File: src/rtl/rr_shared_reg_arbiter.sv
// Round-robin arbiter that serialises writes from NUM_REQ producers into one
// shared DATA_W-bit register, with capped hold bursts for the current owner.
module rr_shared_reg_arbiter #(
  parameter int NUM_REQ  = 4,
  parameter int DATA_W   = 8,
  parameter int MAX_HOLD = 4
) (
  input  logic                       clk,
  input  logic                       reset,
  input  logic [NUM_REQ-1:0]         req_i,
  input  logic [NUM_REQ-1:0]         hold_i,
  input  logic [NUM_REQ*DATA_W-1:0]  data_i,
  output logic [NUM_REQ-1:0]         gnt_o,
  output logic [NUM_REQ-1:0]         ack_o,
  output logic [DATA_W-1:0]          q_o,
  output logic [$clog2(NUM_REQ)-1:0] owner_o,
  output logic                       valid_o
);

  localparam int IDX_W   = $clog2(NUM_REQ);
  localparam int CNT_W   = $clog2(MAX_HOLD + 1);
  localparam bit HOLD_EN = (MAX_HOLD > 1);

  localparam logic [1:0] S_IDLE  = 2'd0;
  localparam logic [1:0] S_GRANT = 2'd1;
  localparam logic [1:0] S_HOLD  = 2'd2;

  logic [1:0]         r_state;
  logic [NUM_REQ-1:0] r_gnt;
  logic [NUM_REQ-1:0] r_ack;
  logic [DATA_W-1:0]  r_q;
  logic [IDX_W-1:0]   r_owner;
  logic               r_valid;
  logic [IDX_W-1:0]   r_ptr;
  logic [IDX_W-1:0]   r_cur;
  logic [CNT_W-1:0]   r_cnt;

  logic               w_found;
  logic [IDX_W-1:0]   w_win;
  logic [IDX_W:0]     w_cand;
  logic [IDX_W-1:0]   w_next_ptr;
  logic [NUM_REQ-1:0] w_win_oh;
  logic [NUM_REQ-1:0] w_cur_oh;
  logic [DATA_W-1:0]  w_cur_data;
  logic [CNT_W-1:0]   w_cnt_inc;
  logic               w_cur_req;
  logic               w_cur_hold;

  // Rotating priority search: first set request at or above r_ptr, wrapping to 0.
  always_comb begin
    w_found = 1'b0;
    w_win   = '0;
    w_cand  = '0;
    for (int i = 0; i < NUM_REQ; i++) begin
      w_cand = {1'b0, r_ptr} + (IDX_W+1)'(i);
      if (w_cand >= (IDX_W+1)'(NUM_REQ)) begin
        w_cand = w_cand - (IDX_W+1)'(NUM_REQ);
      end
      if (!w_found && req_i[w_cand[IDX_W-1:0]]) begin
        w_found = 1'b1;
        w_win   = w_cand[IDX_W-1:0];
      end
    end
  end

  assign w_next_ptr = (w_win == IDX_W'(NUM_REQ-1)) ? '0 : w_win + IDX_W'(1);
  assign w_win_oh   = NUM_REQ'(1) << w_win;
  assign w_cur_oh   = NUM_REQ'(1) << r_cur;
  assign w_cur_data = data_i[int'(r_cur)*DATA_W +: DATA_W];
  assign w_cnt_inc  = r_cnt + CNT_W'(1);
  assign w_cur_req  = req_i[r_cur];
  assign w_cur_hold = hold_i[r_cur];

  always_ff @(posedge clk or negedge reset) begin
    if (!reset) begin
      r_state <= S_IDLE;
      r_gnt   <= '0;
      r_ack   <= '0;
      r_q     <= '0;
      r_owner <= '0;
      r_valid <= 1'b0;
      r_ptr   <= '0;
      r_cur   <= '0;
      r_cnt   <= '0;
    end else begin
      r_ack <= '0;
      case (r_state)
        S_IDLE: begin
          if (w_found) begin
            r_gnt   <= w_win_oh;
            r_cur   <= w_win;
            r_ptr   <= w_next_ptr;
            r_cnt   <= '0;
            r_state <= S_GRANT;
          end
        end
        S_GRANT: begin
          if (w_cur_req) begin
            r_q     <= w_cur_data;
            r_ack   <= w_cur_oh;
            r_owner <= r_cur;
            r_valid <= 1'b1;
            r_cnt   <= CNT_W'(1);
            if (HOLD_EN && w_cur_hold) begin
              r_state <= S_HOLD;
            end else begin
              r_gnt   <= '0;
              r_state <= S_IDLE;
            end
          end else begin
            r_gnt   <= '0;
            r_state <= S_IDLE;
          end
        end
        S_HOLD: begin
          if (w_cur_req) begin
            r_q     <= w_cur_data;
            r_ack   <= w_cur_oh;
            r_owner <= r_cur;
            r_valid <= 1'b1;
            r_cnt   <= w_cnt_inc;
          end
          // Stay only while the owner keeps both lines up and the cap is not reached.
          if (!(w_cur_req && w_cur_hold && (w_cnt_inc != CNT_W'(MAX_HOLD)))) begin
            r_gnt   <= '0;
            r_state <= S_IDLE;
          end
        end
        default: begin
          r_gnt   <= '0;
          r_state <= S_IDLE;
        end
      endcase
    end
  end

  assign gnt_o   = r_gnt;
  assign ack_o   = r_ack;
  assign q_o     = r_q;
  assign owner_o = r_owner;
  assign valid_o = r_valid;

endmodule

File: config.mk
export PLATFORM = sky130hd
export DESIGN_NAME = rr_shared_reg_arbiter
export DESIGN_NICKNAME = d
export VERILOG_FILES = /design/src/rtl/rr_shared_reg_arbiter.sv
export SDC_FILE = /design/constraint.sdc
export NUM_CORES = 1
export LEC_CHECK = 0
export CAP_MARGIN = 10
export CORE_ASPECT_RATIO = 1.1
export CORE_UTILIZATION = 29
export DETAILED_ROUTE_END_ITERATION = 8
export SYNTH_ARGS = -nofsm -noshare
export SYNTH_HDL_FRONTEND = slang
export SYNTH_SLANG_ARGS = --single-unit
File: constraint.sdc
create_clock -name clk -period 4 [get_ports clk]
set_input_delay 0.8 -clock clk [delete_from_list [all_inputs] [get_ports clk]]
set_output_delay 0.8 -clock clk [all_outputs]
set_load 0.02 [all_outputs]
==> run summary, run 1 <==
status = finished, final reports clean
DP Wirelength = 2880 µm
hold slack final = 0.469 ns
total negative setup slack = 0 ns
CTS clk-pin slew, worst paths = 0.10 ns
Achievable Freq = 391 MHz
Yosys warning count = 0
max-slew violations = 0
pre-CTS setup slack = 1.12 ns
final setup fails = 0
initial drt markers = 49
GRT overflow = 0
largest net degree at the start of global routing = 29
final cell count without fillers = 274
GR Util All Layers = 13.8%
post-route antenna net violation count = 0
Sw Share = 38.6%
die footprint = 5910 µm²
clock tree buffer depth = 2
Mapped Cells = 140
Post-Syn Area = 1630 µm²
power density over the cells = 668 nW/µm²
FP Rows = 28
layout cells sized above 1 = 12.1%
height of the die = 80.5 µm
Internal = 0.000972 W
net count after synthesis = 192
vias in the first global route = 1279
Hold Path Depth = 1
Crit. End Element = flip-flop
CP Max Fanout = 6
critical path required time = 4.17 ns
Boundary Pins = 61
initial antenna violation count = 0
cts bufs inserted = 3
sequential area share after synthesis = 43.1%
Cells after DPL = 270
core area = 5400 µm²
die width = 73.4 µm
final period utilization = 63.9%
Slew headroom = 47.3%
Least-Margin Pin Slew = 0.783 ns
Layout area overhead = 45.9%
fillers = 518
gpl congestion = 0.750
Worst-Skew Late Latency = 0.27 ns
H-tree levels = 1
final setup margin = 1.45 ns
root buf cell = clkbuf_8
post-route minimum period = 2.55 ns
Clock Power Share = 14.1%
postcts setup bufs = 0
number of gates resized after cts = 0
maximum vdd drop = 0.253 mV
FF+latch count, synth = 28
switching power = 0.000612 W
CTS tree = built
CTS Hold Buffers Added = 0
nets = 252
crit path DAT = 2.73 ns
Crit Path Category = in -> reg
worst hold path type = reg -> reg
post-synthesis async set-or-reset flop share = 100%
Routed WL per cell = 13.8 µm
Lkg Pwr = 0.993 nW
drt total wl = 3780 µm
antenna fix cells = 0
synthesized area per cell = 11.6 µm²
maxcap violations = 0
EDFF count, synth = 0
global-route wire length before repair = 6200 µm
routed vias/inst = 4.83
cells on worst reg2reg path = 3
Clock Sinks = 28
sequential share of power = 32.1%
final core utilization = 43.9%
clock skew = 0.00400 ns
Logic pwr share = 53.9%
predominant post-synthesis flop cell = dfrtp_1
port bufs = 60
Initial Util = 30.1%
RSZ-0062 raised after global routing = false
Fin. Hold Viols = 0
startpoint types = input pin
DRC viols = 0
drt pass-1 iters = 4
Unique masters post-synth = 34
Via Count = 1324
## final timing paths
check | startpoint | slack, ns | end
setup / recovery | req_i[1] | 1.45 | r_ptr[1]
setup reg to reg | r_cur[1] | 1.66 | q_o[0]
hold reg to reg | valid_o | 0.47 | valid_o
min in group asynchronous | reset | 0.90 | r_state[0]
max in group asynchronous | reset | 2.84 | q_o[2]
hold / removal | valid_o | 0.47 | valid_o
## layout by cell type, fill, tap and decap left out, types with 3 or more instances in the layout
| master | synthesis | routed |
|---|---|---|
| clkbuf_8 | 0 | 3 |
| mux4_2 | 9 | 9 |
| a21oi_1 | 7 | 7 |
| nand3_1 | 6 | 6 |
| o211ai_1 | 3 | 3 |
| mux2_2 | 9 | 9 |
| clkdlybuf4s50_1 | 0 | 60 |
| dfrtp_1 | 28 | 28 |
| nor2_1 | 3 | 3 |
| nand2_1 | 10 | 10 |
| inv_1 | 13 | 13 |
| o21ai_0 | 8 | 8 |
| ha_1 | 10 | 10 |
## Yosys cell counts, types with 2 or more instances
master / n / area [µm²]
a21boi_0: 2 / 15.0
a21o_1: 2 / 15.0
a21oi_1: 7 / 35.0
a221o_1: 2 / 20.0
a22o_1: 2 / 17.5
a22oi_1: 2 / 15.0
clkbuf_1: 4 / 15.0
dfrtp_1: 28 / 701
ha_1: 10 / 125
inv_1: 13 / 48.8
mux2_2: 9 / 101
mux4_2: 9 / 203
nand2_1: 10 / 37.5
nand3_1: 6 / 30.0
nor2_1: 3 / 11.3
nor3_1: 2 / 10.0
o211ai_1: 3 / 22.5
o21a_1: 2 / 15.0
o21ai_0: 8 / 40.0
o2bb2ai_1: 2 / 17.5
## area by class of cell
| class | instances | area (µm²) | share of cell area (%) |
|---|---|---|---|
| Multi-Input combinational cell | 93 | 848 | 35.8 |
| Sequential cell | 28 | 701 | 29.6 |
| Timing Repair Buffer | 61 | 608 | 25.6 |
| Tap cell | 75 | 93.8 | 3.96 |
| Inverter | 13 | 48.8 | 2.06 |
| Clock buffer | 3 | 41.3 | 1.74 |
| Clock inverter | 1 | 30.0 | 1.27 |
## per-layer routing
layer	vias to the layer above	GRT usage, %	share of wire, %
met5	-	0	0
met4	0	4.42	0.85
met3	4	2.01	3.8
met2	34	22.9	52
met1	644	18.5	43
li1	642	-	-
## power groups by stage
stage | Combinational, W | Sequential (W) | Clock (W)
global placement | 0.000855 | 0.000517 | 0
CTS | 0.000866 | 0.000512 | 0.000232
global route | 0.000944 | 0.000532 | 0.000246
finish | 0.000853 | 0.000508 | 0.000223
floorplan | 0.000520 | 0.000557 | 0
detailed placement | 0.000864 | 0.000519 | 0
## kinds of logic (layout without fill, tap and decap cells)
logic type      count (synthesis)  count (layout)  share of synthesized area [%]
xor+xnor                        1               1                          0.539
compound gates                 36              36                           15.4
flops                          28              28                           43.1
buf+inv                        19              78                           4.70
fa+ha+maj                      10              10                           7.70
simple gates                   27              27                           8.24
mux                            19              19                           20.3
## critical path, cell delays in order
cell,delay [ns]
clkdlybuf4s50_1,0.56
inv_1,0.08
a221o_1,0.32
a22oi_1,0.40
ha_1,0.31
mux2_2,0.25
## metrics by stage
step                total power (W)  area, µm²
floorplan                   0.00108       1630
global placement            0.00137       2300
detailed placement          0.00138       2300
CTS                         0.00161       2370
global route                0.00172       2370
finish                      0.00158       2370
## sequential cells by signal, summed over array words and instances, names as in the netlist
register and flops:
q_o 8, ack_o 4, gnt_o 4, r_cnt 3, owner_o 2, r_cur 2, r_ptr 2, r_state 2
valid_o 1
Note: power is estimated with default switching activity, not from simulation.
==> run 2, diff against run 1 <==
clock period = 2.6 ns   (was 4 ns; I/O delays follow)
==> run summary, run 2 (synthesized netlist as in run 1, its figures left out) <==
status = finished, final reports clean
core area = 5400 µm²
max-slew violations = 0
Initial Util = 30.1%
critical path required time = 2.77 ns
Max stage delay on crit path = 0.58 ns
Crit. End Element = flip-flop
routed vias/inst = 4.72
CP Cell Sequence = clkdlybuf4s50_1 -> inv_1 -> a221o_1 -> a22oi_1 -> buf_4 -> ha_1 -> mux2_2
hold path endpoint = valid_o
hold path startpoint = valid_o
power density over the cells = 1040 nW/µm²
die footprint = 5910 µm²
port bufs = 60
H-tree levels = 1
Boundary Pins = 61
Worst-Skew Late Latency = 0.27 ns
DRC viols = 0
CP Max Fanout = 6
pre-CTS setup slack = 0.163 ns
most common cell after layout, fill and taps aside = clkdlybuf4s50_1
GRT overflow = 0
placed cell area = 2340 µm²
nets = 258
CTS clk-pin slew, worst paths = 0.10 ns
FP Rows = 28
vias in the first global route = 1208
worst hold path type = reg -> reg
cells on worst reg2reg path = 5
Crit Path Category = in -> reg
reg-to-reg endpoint = gnt_o[2]
max reg flops = 8
critical path depth = 7
Slew headroom = 57.9%
Layout area overhead = 48.7%
Achievable Freq = 465 MHz
die width = 73.4 µm
layout cells sized above 1 = 14.6%
postcts setup bufs = 0
global-route wire length before repair = 5800 µm
cts bufs inserted = 3
Hold Path Depth = 1
crit path DAT = 2.32 ns
drt total wl = 3690 µm
total negative setup slack = 0 ns
WP buf/inv = 3
Least-Margin Pin Slew = 0.631 ns
Worst R2R Start = r_cnt[0]
GRT met2 Usage = 20.7%
CTS Hold Buffers Added = 0
largest net degree at the start of global routing = 29
final setup fails = 0
Fin. Hold Viols = 0
root buf cell = clkbuf_8
Clock Sinks = 28
final setup margin = 0.451 ns
post-route cell area = 2420 µm²
clock skew = 0.00171 ns
busiest grt layer = met2
antenna fix cells = 0
RSZ-0062 raised after global routing = false
maxcap violations = 0
final period utilization = 82.6%
M1 GR Usage = 17.6%
clock tree buffer depth = 2
number of gates resized after cts = 0
critical path's slowest cell = clkdlybuf4s50_1
post-route minimum period = 2.15 ns
R2R setup slack = 0.78 ns
initial drt markers = 45
drt pass-1 iters = 4
post-route antenna net violation count = 0
maximum vdd drop = 0.487 mV
met3 usage = 2.89%
initial antenna violation count = 0
most frequent cells in the layout = clkdlybuf4s50_1 (60), dfrtp_1 (28), inv_1 (13), nand2_1 (10), ha_1 (10)
GR Util All Layers = 13.0%
Routed WL per cell = 13.2 µm
Lkg Pwr = 1.02 nW
DP Wirelength = 2870 µm
gpl congestion = 0.750
Via Count = 1322
height of the die = 80.5 µm
CTS tree = built
startpoint types = input pin
CP top delay family = buffers and inverters
==> run 2: worst max-delay path by stage <==
stage | to | start | slack (ns)
6_report | r_ptr[1] | req_i[1] | 0.45
5_1_grt | r_ptr[1] | req_i[0] | 0.38
4_1_cts | r_ptr[1] | req_i[1] | 0.46
3_5_place_dp | r_ptr[1] | req_i[1] | 0.16
3_3_place_gp | r_ptr[1] | req_i[1] | 0.22
2_1_floorplan | q_o[3] | req_i[3] | 0.75
==> run 2: worst reg2reg max path: cells and delay by family, from the launching register on <==
kind,cells,cell delay [ns]
AO/OA/AOI/OAI,3,0.88
flip-flops,1,0.43
adder cells (fa/ha/maj),1,0.24
XOR/XNOR,1,0.16
==> run 2: cell type report <==
cell class                 count  area (µm²)
sequential                    28         701
fill                         512        2980
clock buffer                   3        41.3
timing repair buffer          67         653
inverter                      13        48.8
clock inverter                 1        30.0
multi-input combinational     93         848
tap                           75        93.8
==> run 2: metrics by stage <==
stage / std cells / hold WS (ns) / utilization [%] / power [W]
after floorplan: 140 / 0.224 / - / 0.00166
after global placement: 276 / 0.450 / 43.5 / 0.00218
after detailed placement: 276 / 0.454 / 43.5 / 0.00219
after CTS: 280 / 0.478 / 44.8 / 0.00254
after global routing: 280 / 0.504 / 44.8 / 0.00269
final: 280 / 0.480 / 44.8 / 0.00251
==> run 2: layer usage <==
metal / wire length, µm / vias to the layer above
li1: - / 648
met1: 1650 / 635
met2: 1840 / 33
met3: 151 / 6
met4: 48 / 0
met5: 0 / -
==> run 2: where the power goes <==
group,internal [W],switching (W)
clock network,0.000206,0.000141
logic,0.000730,0.000715
registers,0.000612,0.000104
